## src/rtl/bp_axi_nbf_receiver_if.sv

```systemverilog
// AXI-Lite write channels between the host fabric and the NBF receiver.
interface bp_axi_nbf_receiver_if #(
    parameter int S_AXIL_ADDR_WIDTH = 64,
    parameter int S_AXIL_DATA_WIDTH = 32
);
    logic [S_AXIL_ADDR_WIDTH-1:0] s_axil_awaddr;
    logic                         s_axil_awvalid;
    logic                         s_axil_awready;
    logic [2:0]                   s_axil_awprot;
    logic [S_AXIL_DATA_WIDTH-1:0] s_axil_wdata;
    logic                         s_axil_wvalid;
    logic                         s_axil_wready;
    logic [3:0]                   s_axil_wstrb;
    logic                         s_axil_bvalid;
    logic                         s_axil_bready;
    logic [1:0]                   s_axil_bresp;

    modport master (
        output s_axil_awaddr, s_axil_awvalid, s_axil_awprot,
        output s_axil_wdata, s_axil_wvalid, s_axil_wstrb, s_axil_bready,
        input  s_axil_awready, s_axil_wready, s_axil_bvalid, s_axil_bresp
    );

    modport slave (
        input  s_axil_awaddr, s_axil_awvalid, s_axil_awprot,
        input  s_axil_wdata, s_axil_wvalid, s_axil_wstrb, s_axil_bready,
        output s_axil_awready, s_axil_wready, s_axil_bvalid, s_axil_bresp
    );
endinterface

```

## src/rtl/bp_axi_nbf_receiver.sv

```systemverilog
// AXI-Lite write-only responder reassembling 136-bit NBF commands from five 32-bit writes.
// Optional BP_AXI_NBF_RECEIVER_WSTRB_CHECK_EN: matched writes with partial strobes get SLVERR.
module bp_axi_nbf_receiver #(
    parameter int          S_AXIL_ADDR_WIDTH = 64,
    parameter int          S_AXIL_DATA_WIDTH = 32,
    parameter logic [63:0] nbf_host_addr_p   = 64'h0
) (
    input  logic                 s_axil_aclk,
    input  logic                 s_axil_aresetn,
    bp_axi_nbf_receiver_if.slave s_axil,
    output logic                 nbf_v_o,
    input  logic                 nbf_ready_and_i,
    output logic [7:0]           nbf_opcode_o,
    output logic [63:0]          nbf_addr_o,
    output logic [63:0]          nbf_data_o,
    output logic                 done_o
);
    localparam logic [1:0] RESP_OKAY   = 2'b00;
    localparam logic [1:0] RESP_SLVERR = 2'b10;

    logic                         ready_en_r;
    logic                         aw_full_r, w_full_r;
    logic [S_AXIL_ADDR_WIDTH-1:0] awaddr_r;
    logic [31:0]                  wdata_r;
    logic [3:0]                   wstrb_r;
    logic                         bvalid_r;
    logic [1:0]                   bresp_r;
    logic [2:0]                   word_r;
    logic [31:0]                  flit0_r, flit1_r, flit2_r, flit3_r;
    logic                         nbf_v_r;
    logic [7:0]                   opcode_r;
    logic [63:0]                  addr_r, data_r;
    logic                         done_r;

    logic aw_fire, w_fire, addr_match, stall, commit, store_ok, xfer, strb_ok;

`ifdef BP_AXI_NBF_RECEIVER_WSTRB_CHECK_EN
    assign strb_ok = (wstrb_r == 4'hF);
`else
    assign strb_ok = 1'b1;
    logic unused_wstrb;
    assign unused_wstrb = &{1'b0, wstrb_r};
`endif

    logic unused_awprot;
    assign unused_awprot = &{1'b0, s_axil.s_axil_awprot};

    assign s_axil.s_axil_awready = ready_en_r & ~aw_full_r & ~bvalid_r;
    assign s_axil.s_axil_wready  = ready_en_r & ~w_full_r & ~bvalid_r;
    assign s_axil.s_axil_bvalid  = bvalid_r;
    assign s_axil.s_axil_bresp   = bresp_r;

    always_comb begin
        aw_fire    = s_axil.s_axil_awvalid & s_axil.s_axil_awready;
        w_fire     = s_axil.s_axil_wvalid & s_axil.s_axil_wready;
        addr_match = (awaddr_r == S_AXIL_ADDR_WIDTH'(nbf_host_addr_p));
        xfer       = nbf_v_r & nbf_ready_and_i;
        // The output command has its own register, so flit0 of the next command may
        // land while the previous one waits; later flits hold until it drains.
        stall      = addr_match & nbf_v_r & ~nbf_ready_and_i & (word_r != 3'd0);
        commit     = aw_full_r & w_full_r & ~bvalid_r & ~stall;
        store_ok   = addr_match & ~done_r & strb_ok;
    end

    always_ff @(posedge s_axil_aclk or negedge s_axil_aresetn) begin
        if (!s_axil_aresetn) begin
            ready_en_r <= 1'b0;
            aw_full_r  <= 1'b0;
            w_full_r   <= 1'b0;
            awaddr_r   <= '0;
            wdata_r    <= '0;
            wstrb_r    <= '0;
            bvalid_r   <= 1'b0;
            bresp_r    <= RESP_OKAY;
            word_r     <= '0;
            flit0_r    <= '0;
            flit1_r    <= '0;
            flit2_r    <= '0;
            flit3_r    <= '0;
            nbf_v_r    <= 1'b0;
            opcode_r   <= '0;
            addr_r     <= '0;
            data_r     <= '0;
            done_r     <= 1'b0;
        end else begin
            ready_en_r <= 1'b1;
            if (aw_fire) begin
                aw_full_r <= 1'b1;
                awaddr_r  <= s_axil.s_axil_awaddr;
            end
            if (w_fire) begin
                w_full_r <= 1'b1;
                wdata_r  <= s_axil.s_axil_wdata[31:0];
                wstrb_r  <= s_axil.s_axil_wstrb;
            end
            if (commit) begin
                aw_full_r <= 1'b0;
                w_full_r  <= 1'b0;
                bvalid_r  <= 1'b1;
                bresp_r   <= store_ok ? RESP_OKAY : RESP_SLVERR;
            end else if (bvalid_r && s_axil.s_axil_bready) begin
                bvalid_r <= 1'b0;
            end

            if (xfer) begin
                nbf_v_r <= 1'b0;
                if (opcode_r == 8'hFF) done_r <= 1'b1;
            end
            if (commit && store_ok) begin
                case (word_r)
                    3'd0: flit0_r <= wdata_r;
                    3'd1: flit1_r <= wdata_r;
                    3'd2: flit2_r <= wdata_r;
                    3'd3: flit3_r <= wdata_r;
                    default: begin
                        data_r   <= {flit1_r, flit0_r};
                        addr_r   <= {flit3_r, flit2_r};
                        opcode_r <= wdata_r[7:0];
                        nbf_v_r  <= 1'b1;
                    end
                endcase
                word_r <= (word_r == 3'd4) ? 3'd0 : word_r + 3'd1;
            end
        end
    end

    assign nbf_v_o      = nbf_v_r;
    assign nbf_opcode_o = opcode_r;
    assign nbf_addr_o   = addr_r;
    assign nbf_data_o   = data_r;
    assign done_o       = done_r;
endmodule

```

## src/flat_wrapper.sv

```systemverilog
// flat-port wrapper written by rule: the top's interface ports become plain ports
module bp_axi_nbf_receiver_flat 
#(
    parameter int          S_AXIL_ADDR_WIDTH = 64,
    parameter int          S_AXIL_DATA_WIDTH = 32,
    parameter logic [63:0] nbf_host_addr_p   = 64'h0
)
  (s_axil_aclk, s_axil_aresetn, nbf_v_o, nbf_ready_and_i, nbf_opcode_o, nbf_addr_o, nbf_data_o, done_o, s_axil_s_axil_awaddr, s_axil_s_axil_awvalid, s_axil_s_axil_awprot, s_axil_s_axil_wdata, s_axil_s_axil_wvalid, s_axil_s_axil_wstrb, s_axil_s_axil_bready, s_axil_s_axil_awready, s_axil_s_axil_wready, s_axil_s_axil_bvalid, s_axil_s_axil_bresp);
  bp_axi_nbf_receiver_if #(.S_AXIL_ADDR_WIDTH(S_AXIL_ADDR_WIDTH), .S_AXIL_DATA_WIDTH(S_AXIL_DATA_WIDTH)) s_axil_i ();
  input  logic s_axil_aclk;
  input  logic s_axil_aresetn;
  output logic nbf_v_o;
  input  logic nbf_ready_and_i;
  output logic [7:0] nbf_opcode_o;
  output logic [63:0] nbf_addr_o;
  output logic [63:0] nbf_data_o;
  output logic done_o;
  input wire logic [$bits(s_axil_i.s_axil_awaddr)-1:0] s_axil_s_axil_awaddr;
  input wire logic [$bits(s_axil_i.s_axil_awvalid)-1:0] s_axil_s_axil_awvalid;
  input wire logic [$bits(s_axil_i.s_axil_awprot)-1:0] s_axil_s_axil_awprot;
  input wire logic [$bits(s_axil_i.s_axil_wdata)-1:0] s_axil_s_axil_wdata;
  input wire logic [$bits(s_axil_i.s_axil_wvalid)-1:0] s_axil_s_axil_wvalid;
  input wire logic [$bits(s_axil_i.s_axil_wstrb)-1:0] s_axil_s_axil_wstrb;
  input wire logic [$bits(s_axil_i.s_axil_bready)-1:0] s_axil_s_axil_bready;
  output wire logic [$bits(s_axil_i.s_axil_awready)-1:0] s_axil_s_axil_awready;
  output wire logic [$bits(s_axil_i.s_axil_wready)-1:0] s_axil_s_axil_wready;
  output wire logic [$bits(s_axil_i.s_axil_bvalid)-1:0] s_axil_s_axil_bvalid;
  output wire logic [$bits(s_axil_i.s_axil_bresp)-1:0] s_axil_s_axil_bresp;
  assign s_axil_i.s_axil_awaddr = s_axil_s_axil_awaddr;
  assign s_axil_i.s_axil_awvalid = s_axil_s_axil_awvalid;
  assign s_axil_i.s_axil_awprot = s_axil_s_axil_awprot;
  assign s_axil_i.s_axil_wdata = s_axil_s_axil_wdata;
  assign s_axil_i.s_axil_wvalid = s_axil_s_axil_wvalid;
  assign s_axil_i.s_axil_wstrb = s_axil_s_axil_wstrb;
  assign s_axil_i.s_axil_bready = s_axil_s_axil_bready;
  assign s_axil_s_axil_awready = s_axil_i.s_axil_awready;
  assign s_axil_s_axil_wready = s_axil_i.s_axil_wready;
  assign s_axil_s_axil_bvalid = s_axil_i.s_axil_bvalid;
  assign s_axil_s_axil_bresp = s_axil_i.s_axil_bresp;
  bp_axi_nbf_receiver #(.S_AXIL_ADDR_WIDTH(S_AXIL_ADDR_WIDTH), .S_AXIL_DATA_WIDTH(S_AXIL_DATA_WIDTH), .nbf_host_addr_p(nbf_host_addr_p)) u_core (.s_axil_aclk(s_axil_aclk), .s_axil_aresetn(s_axil_aresetn), .s_axil(s_axil_i), .nbf_v_o(nbf_v_o), .nbf_ready_and_i(nbf_ready_and_i), .nbf_opcode_o(nbf_opcode_o), .nbf_addr_o(nbf_addr_o), .nbf_data_o(nbf_data_o), .done_o(done_o));
endmodule
```

## config.mk

```make
export PLATFORM = sky130hd
export DESIGN_NAME = bp_axi_nbf_receiver_flat
export DESIGN_NICKNAME = d
export VERILOG_FILES = /design/src/rtl/bp_axi_nbf_receiver_if.sv /design/src/rtl/bp_axi_nbf_receiver.sv /design/src/flat_wrapper.sv
export SDC_FILE = /design/constraint.sdc
export NUM_CORES = 1
export LEC_CHECK = 0
export CAP_MARGIN = 30
export CELL_PAD_IN_SITES_DETAIL_PLACEMENT = 0
export CELL_PAD_IN_SITES_GLOBAL_PLACEMENT = 1
export CORE_UTILIZATION = 40
export DETAILED_ROUTE_END_ITERATION = 16
export MAX_ROUTING_LAYER = met4
export PLACE_DENSITY_LB_ADDON = 0.05
export SYNTH_ARGS = -nofsm -noshare
export SYNTH_HDL_FRONTEND = slang
export SYNTH_SLANG_ARGS = --single-unit
```

## constraint.sdc

```tcl
create_clock -name s_axil_aclk -period 4.93 [get_ports s_axil_aclk]
set_clock_uncertainty 0.1 [all_clocks]
set_input_delay 0.7395 -clock s_axil_aclk [delete_from_list [all_inputs] [get_ports s_axil_aclk]]
set_output_delay 0.7395 -clock s_axil_aclk [all_outputs]
set_load 0.02 [all_outputs]
```

==> flow_summary.json, run 1 <==
{
  "status": "finished, final reports clean",
  "synth.distinct_cells": 25,
  "start_util_pct": 40.6,
  "synth_seq_cells": 370,
  "drv_slew": 0,
  "final_common_cell": "dfrtp_1",
  "synth.top_cell.area_share_pct": 65.9,
  "track_usage_pct": 17.6,
  "total_power_uw": 7400,
  "max_cap_viol_count": 0,
  "ys_seq_area_share_pct": 65.9,
  "dieHeight_um": 189,
  "synth.net_count": 952,
  "core_um2": 34500,
  "grt_pass1_vias": 8331,
  "path_clk_slew_ns": 0.06,
  "gp_congestion": 0.737,
  "antenna_found_initial": 0,
  "clock_latency_ns": 0.52,
  "synth.avg_cell_area_um2": 16.8,
  "clock-sinks": 370,
  "route.met3.wl_mm": 1.85,
  "cellPowerDensity_nw_per_um2": 406,
  "worst_slack_ns": 1.59,
  "fmax_mhz": 300,
  "min_period_ns": 3.34,
  "cp_max_fo": 21,
  "setup_violations": 0,
  "cts_resized": 0,
  "hold_path_class": "in2async",
  "grt_setup_unrepaired": "no",
  "worst_pin_slew_ns": 1.02,
  "critPathLaunchType": "flop",
  "first_iter_violations": 235,
  "cp.required_ns": 5.23,
  "dieArea_um2": 35900,
  "nets": 1214,
  "fin_tns_setup_ns": 0,
  "drive_above_1_share_pct": 39.1,
  "maxSlewHeadroom_pct": 31.8,
  "final_cell_mix": "370 x dfrtp_1, 363 x mux2_2, 242 x clkdlybuf4s50_1",
  "fin_crit_sh_pct": 67.7,
  "grt_max_degree": 126,
  "cts_root_buf": "clkbuf_16",
  "grt_pass1_wl_mm": 47.4,
  "ant_nets": 0,
  "wl_met1_mm": 13.2,
  "wl_per_cell_um": 18.6,
  "met2_length_mm": 13.8,
  "max-vdd-ir-drop_uv": 249,
  "highest_layer": "met4",
  "drc": 0,
  "syn2layout_area_growth_pct": 29.8,
  "worstSetupPathType": "reg2reg",
  "io_pins": 252,
  "cts_setup_buffers": 0,
  "vias": 7773,
  "die_w_um": 189,
  "mappedNetlistArea_um2": 14000,
  "io_buffers": 243,
  "worstPathArrival_ns": 3.64,
  "htree_num_levels": 2,
  "report.final.hold_viol_count": 0,
  "num-fill-cells": 2941,
  "power_leakage_uw": 0.00866,
  "r2r_cells": 6,
  "cts.hold.buffers_added": 0,
  "overflow": 0,
  "netlist_top_cells_area": "dfrtp_1 66%, mux2_2 29%, buf_6 1.3%",
  "yosys_warnings": 0,
  "dp_hpwl_mm": 19.2,
  "drt_first_pass_iters": 4,
  "rows": 68,
  "synth_top_area_cell": "dfrtp_1",
  "place_ws_ns": 1.48,
  "vias_per_cell": 4.91,
  "endpoint_kind": "flop",
  "cts.path.max_buffers": 3,
  "tritoncts": "done",
  "postRouteWirelength_mm": 29.5,
  "syn_inst": 838,
  "cts_buffers": 40
}
==> worst max-delay path: stages (launching register included) <==
cell	delay, ns
dfrtp_1	0.37
nor4_1	0.37
nand4_1	0.25
nor4_4	0.66
nand3_2	0.70
buf_4	0.46
mux2_2	0.29
==> registers in the layout (all words and copies together) (netlist names), 3 cells and up <==
name                 flops
u_core.flit1_r          32
u_core.flit0_r          32
u_core.nbf_data_o       64
u_core.flit3_r          32
u_core.nbf_addr_o       64
u_core.flit2_r          32
u_core.awaddr_r         64
u_core.word_r            3
u_core.wdata_r          32
u_core.nbf_opcode_o      8
==> per-layer routing <==
metal | GRT usage (%) | vias to the layer above
met5 | - | -
met4 | 4.96 | 0
met3 | 4.73 | 48
met2 | 26.6 | 187
met1 | 23.3 | 4025
li1 | - | 3513
==> cell type report <==
| type | instances | area [um^2] | share of cell area (%) |
|---|---|---|---|
| diodes | 1 | 2.50 | 0.0137 |
| multi-input cells | 424 | 4500 | 24.7 |
| flip-flops and latches | 370 | 9260 | 50.8 |
| clock inverters | 5 | 32.5 | 0.179 |
| inverters | 5 | 18.8 | 0.103 |
| clock buffers | 65 | 1210 | 6.62 |
| well taps | 455 | 569 | 3.12 |
| repair buffers | 259 | 2630 | 14.4 |
==> cell usage after synthesis <==
library cell / instances
o21a_1: 1
nand2_1: 3
and2_1: 2
clkbuf_1: 11
a21oi_1: 4
or3_1: 1
nor2b_1: 1
inv_1: 5
mux2_2: 363
conb_1: 2
buf_2: 11
nand2b_1: 2
nor3_1: 1
nor4_1: 16
nand3b_1: 1
buf_6: 16
nor2_1: 8
nand3_1: 3
nor4_4: 1
buf_4: 1
a21o_1: 1
o31ai_1: 1
dfrtp_1: 370
nand4_1: 8
ha_1: 5
==> metrics by stage <==
stage               utilization (%)  area, um^2  std cells  hold slack (ns)
global placement               49.1       17000       1512            0.376
detailed placement             49.1       17000       1513            0.382
CTS                            52.7       18200       1583            0.279
finish                         52.7       18200       1584            0.214
floorplan                         -       14000        838            0.344
global route                   52.7       18200       1583            0.299
==> logic make-up (layout without fill, tap and decap cells) <==
group	Yosys count	in the layout	synth area share, %
AOI/OAI and AO/OA	7	7	0.303
other	2	3	0.0535
adders and majority gates	5	5	0.446
buffers and inverters	44	334	2.16
muxes	363	363	29.1
DFF	370	370	65.9
and+or+nand+nor	47	47	1.98
==> where the power goes <==
group / switching [uW] / internal (uW) / total [uW]
Sequential: 353 / 3460 / 3810
Combinational: 283 / 490 / 773
Clock: 1150 / 1670 / 2820
Total: 1780 / 5610 / 7400
==> final timing paths <==
| kind | from | endpoint | slack, ns |
|---|---|---|---|
| worst min register to register | u_core.flit2_r[28] | u_core.nbf_addr_o[28] | 0.39 |
| max in group asynchronous | s_axil_aresetn | u_core.awaddr_r[39] | 3.47 |
| min in group s_axil_aclk | u_core.flit2_r[28] | u_core.nbf_addr_o[28] | 0.39 |
| worst min-delay path | s_axil_aresetn | u_core.nbf_addr_o[30] | 0.21 |
| worst max register to register | u_core.awaddr_r[8] | u_core.flit3_r[26] | 1.59 |
| worst max-delay path | u_core.awaddr_r[8] | u_core.flit3_r[26] | 1.59 |
(Power assumes the default switching activity.)
==> run 2, diff against run 1 <==
==> constraint.sdc (replaced) <==
create_clock -name s_axil_aclk -period 2.9 [get_ports s_axil_aclk]
set_clock_uncertainty 0.1 [all_clocks]
set_input_delay 0.435 -clock s_axil_aclk [delete_from_list [all_inputs] [get_ports s_axil_aclk]]
set_output_delay 0.435 -clock s_axil_aclk [all_outputs]
set_load 0.02 [all_outputs]
==> run 2 against run 1 <==
  * Global-route usage shrank 0.065 points
  * Flip-flop and latch count stayed put
  * Worst hold slack better by 0.13 ns
  * Non-clock buffer count increased by 7
  * Utilization rose by 0.44 points
  * Cell count up 0.51%
  * Register-to-register slack worse by 1.2 ns
  * First-iteration DRC count down 20%
  * Critical endpoint is now u_core.flit1_r[6]
==> flow_summary.json, run 2 (same netlist as run 1, synthesis figures left out) <==
{
  "status": "finished, final reports clean",
  "nets": 1222,
  "grt_setup_unrepaired": "no",
  "slowest_stage": "dfrtp_1",
  "endpoint_kind": "flop",
  "dieHeight_um": 189,
  "place_ws_ns": -0.0203,
  "final_common_cell": "dfrtp_1",
  "tritoncts": "done",
  "vias_per_cell": 4.90,
  "cpPeakStageDelay_ns": 0.42,
  "register_area_um2": 9260,
  "dieArea_um2": 35900,
  "htree_num_levels": 2,
  "track_usage_pct": 17.5,
  "hold_path_class": "in2async",
  "antenna_found_initial": 2,
  "vias": 7799,
  "first_iter_violations": 188,
  "max_cap_viol_count": 0,
  "min_period_ns": 2.52,
  "max-vdd-ir-drop_uv": 516,
  "worstSetupPathType": "reg2reg",
  "dp_hpwl_mm": 19.0,
  "path_clk_slew_ns": 0.06,
  "gp_congestion": 0.737,
  "ant_nets": 0,
  "cts_root_buf": "clkbuf_16",
  "final_area_um2": 18400,
  "setup_violations": 0,
  "crit_buf_inv": 2,
  "start_util_pct": 40.6,
  "cp_max_fo": 20,
  "grt_pass1_vias": 8246,
  "grt_max_degree": 82,
  "cts_buffers": 41,
  "finalHoldWorstSlack_ns": 0.344,
  "overflow": 0,
  "worstPathArrival_ns": 2.81,
  "critPathLaunchType": "flop",
  "cts.path.max_buffers": 3,
  "cp.required_ns": 3.19,
  "io_buffers": 243,
  "clock_latency_ns": 0.51,
  "path_cells": "inv_1 -> ha_1 -> nor2b_1 -> nor2_1 -> nor3_2 -> nand4_1 -> buf_4 -> mux2_2",
  "syn2layout_area_growth_pct": 30.8,
  "grt_pass1_wl_mm": 47.1,
  "rows": 68,
  "drv_slew": 0,
  "clock-sinks": 370,
  "io_pins": 252,
  "multi_input_area_um2": 4510,
  "final_core_util_pct": 53.2,
  "num-fill-cells": 3008,
  "wl_per_cell_um": 18.5,
  "fin_crit_sh_pct": 86.8,
  "core_um2": 34500,
  "placed_area_um2": 17100,
  "drt_first_pass_iters": 4,
  "drive_above_1_share_pct": 39.6,
  "final_cell_mix": "370 x dfrtp_1, 363 x mux2_2, 242 x clkdlybuf4s50_1",
  "fmax_mhz": 397,
  "power_leakage_uw": 0.00873,
  "fin_tns_setup_ns": 0,
  "die_w_um": 189,
  "postRouteWirelength_mm": 29.4,
  "drc": 0,
  "critPathTopFamily": "simple AND/OR/NAND/NOR gates",
  "cellPowerDensity_nw_per_um2": 690,
  "worst_slack_ns": 0.383,
  "report.final.hold_viol_count": 0
}
run 2: cell types whose count changed in the layout (fill, tap and decap cells not counted), sizes merged:
cell         before  now
clkbuf           65   63
inv               7    5
diode             1    3
bufinv            0    1
dlygate4sd3       0    1
buf              17   23
clkinv            3    5
run 2: repair_timing:
item,in CTS,in global routing
buffers inserted,0,0
endpoints found under the hold margin,45,0
endpoints found under the setup margin,0,108
hold buffers,1,0
resized for setup,0,1
run 2: power breakdown:
group          total [uW]  internal [uW]  switching, uW
clock                4870           2910           1950
combinational        1340            853            490
sequential           6470           5880            597
total               12700           9640           3040
run 2: worst register-to-register path, cell delays in order, from the launching register on:
cell and delay (ns):
dfrtp_1 0.42, inv_1 0.10, ha_1 0.22, nor2b_1 0.23
nor2_1 0.09, nor3_2 0.41, nand4_1 0.22, buf_4 0.29
mux2_2 0.32
run 2: cell type report:
type,count,share of cell area [%]
antenna,3,0.0409
clock buffer,63,6.53
clock inverter,6,0.320
inverter,5,0.102
multi-input combinational,424,24.5
sequential,370,50.4
tap,455,3.10
timing repair buffer,266,15.0
run 2: path summary, 6_finish.rpt:
path	start	end	slack, ns	cells past startpoint
max	u_core.word_r[0]	u_core.flit1_r[6]	0.38	8
min	s_axil_aresetn	u_core.nbf_addr_o[29]	0.34	2
max reg2reg	u_core.word_r[0]	u_core.flit1_r[6]	0.38	8
min reg2reg	u_core.s_axil.s_axil_bresp[1]	u_core.s_axil.s_axil_bresp[1]	0.39	1
max in group asynchronous	s_axil_aresetn	u_core.nbf_addr_o[54]	1.44	4
min in group s_axil_aclk	u_core.s_axil.s_axil_bresp[1]	u_core.s_axil.s_axil_bresp[1]	0.39	1
run 2: stage by stage:
| step | cells | power [uW] |
|---|---|---|
| 2_1_floorplan | 838 | 7250 |
| 3_3_place_gp | 1519 | 7920 |
| 3_5_place_dp | 1519 | 7960 |
| 4_1_cts | 1589 | 12900 |
| 5_1_grt | 1591 | 13300 |
| 6_report | 1592 | 12700 |
run 2: layer usage:
layer | wire length (um) | vias to the layer above | track usage, %
met4 | 532 | 0 | 4.34
li1 | - | 3536 | -
met5 | 0 | - | -
met3 | 2150 | 49 | 4.95
met1 | 13200 | 4035 | 23.1
met2 | 13600 | 179 | 26.7
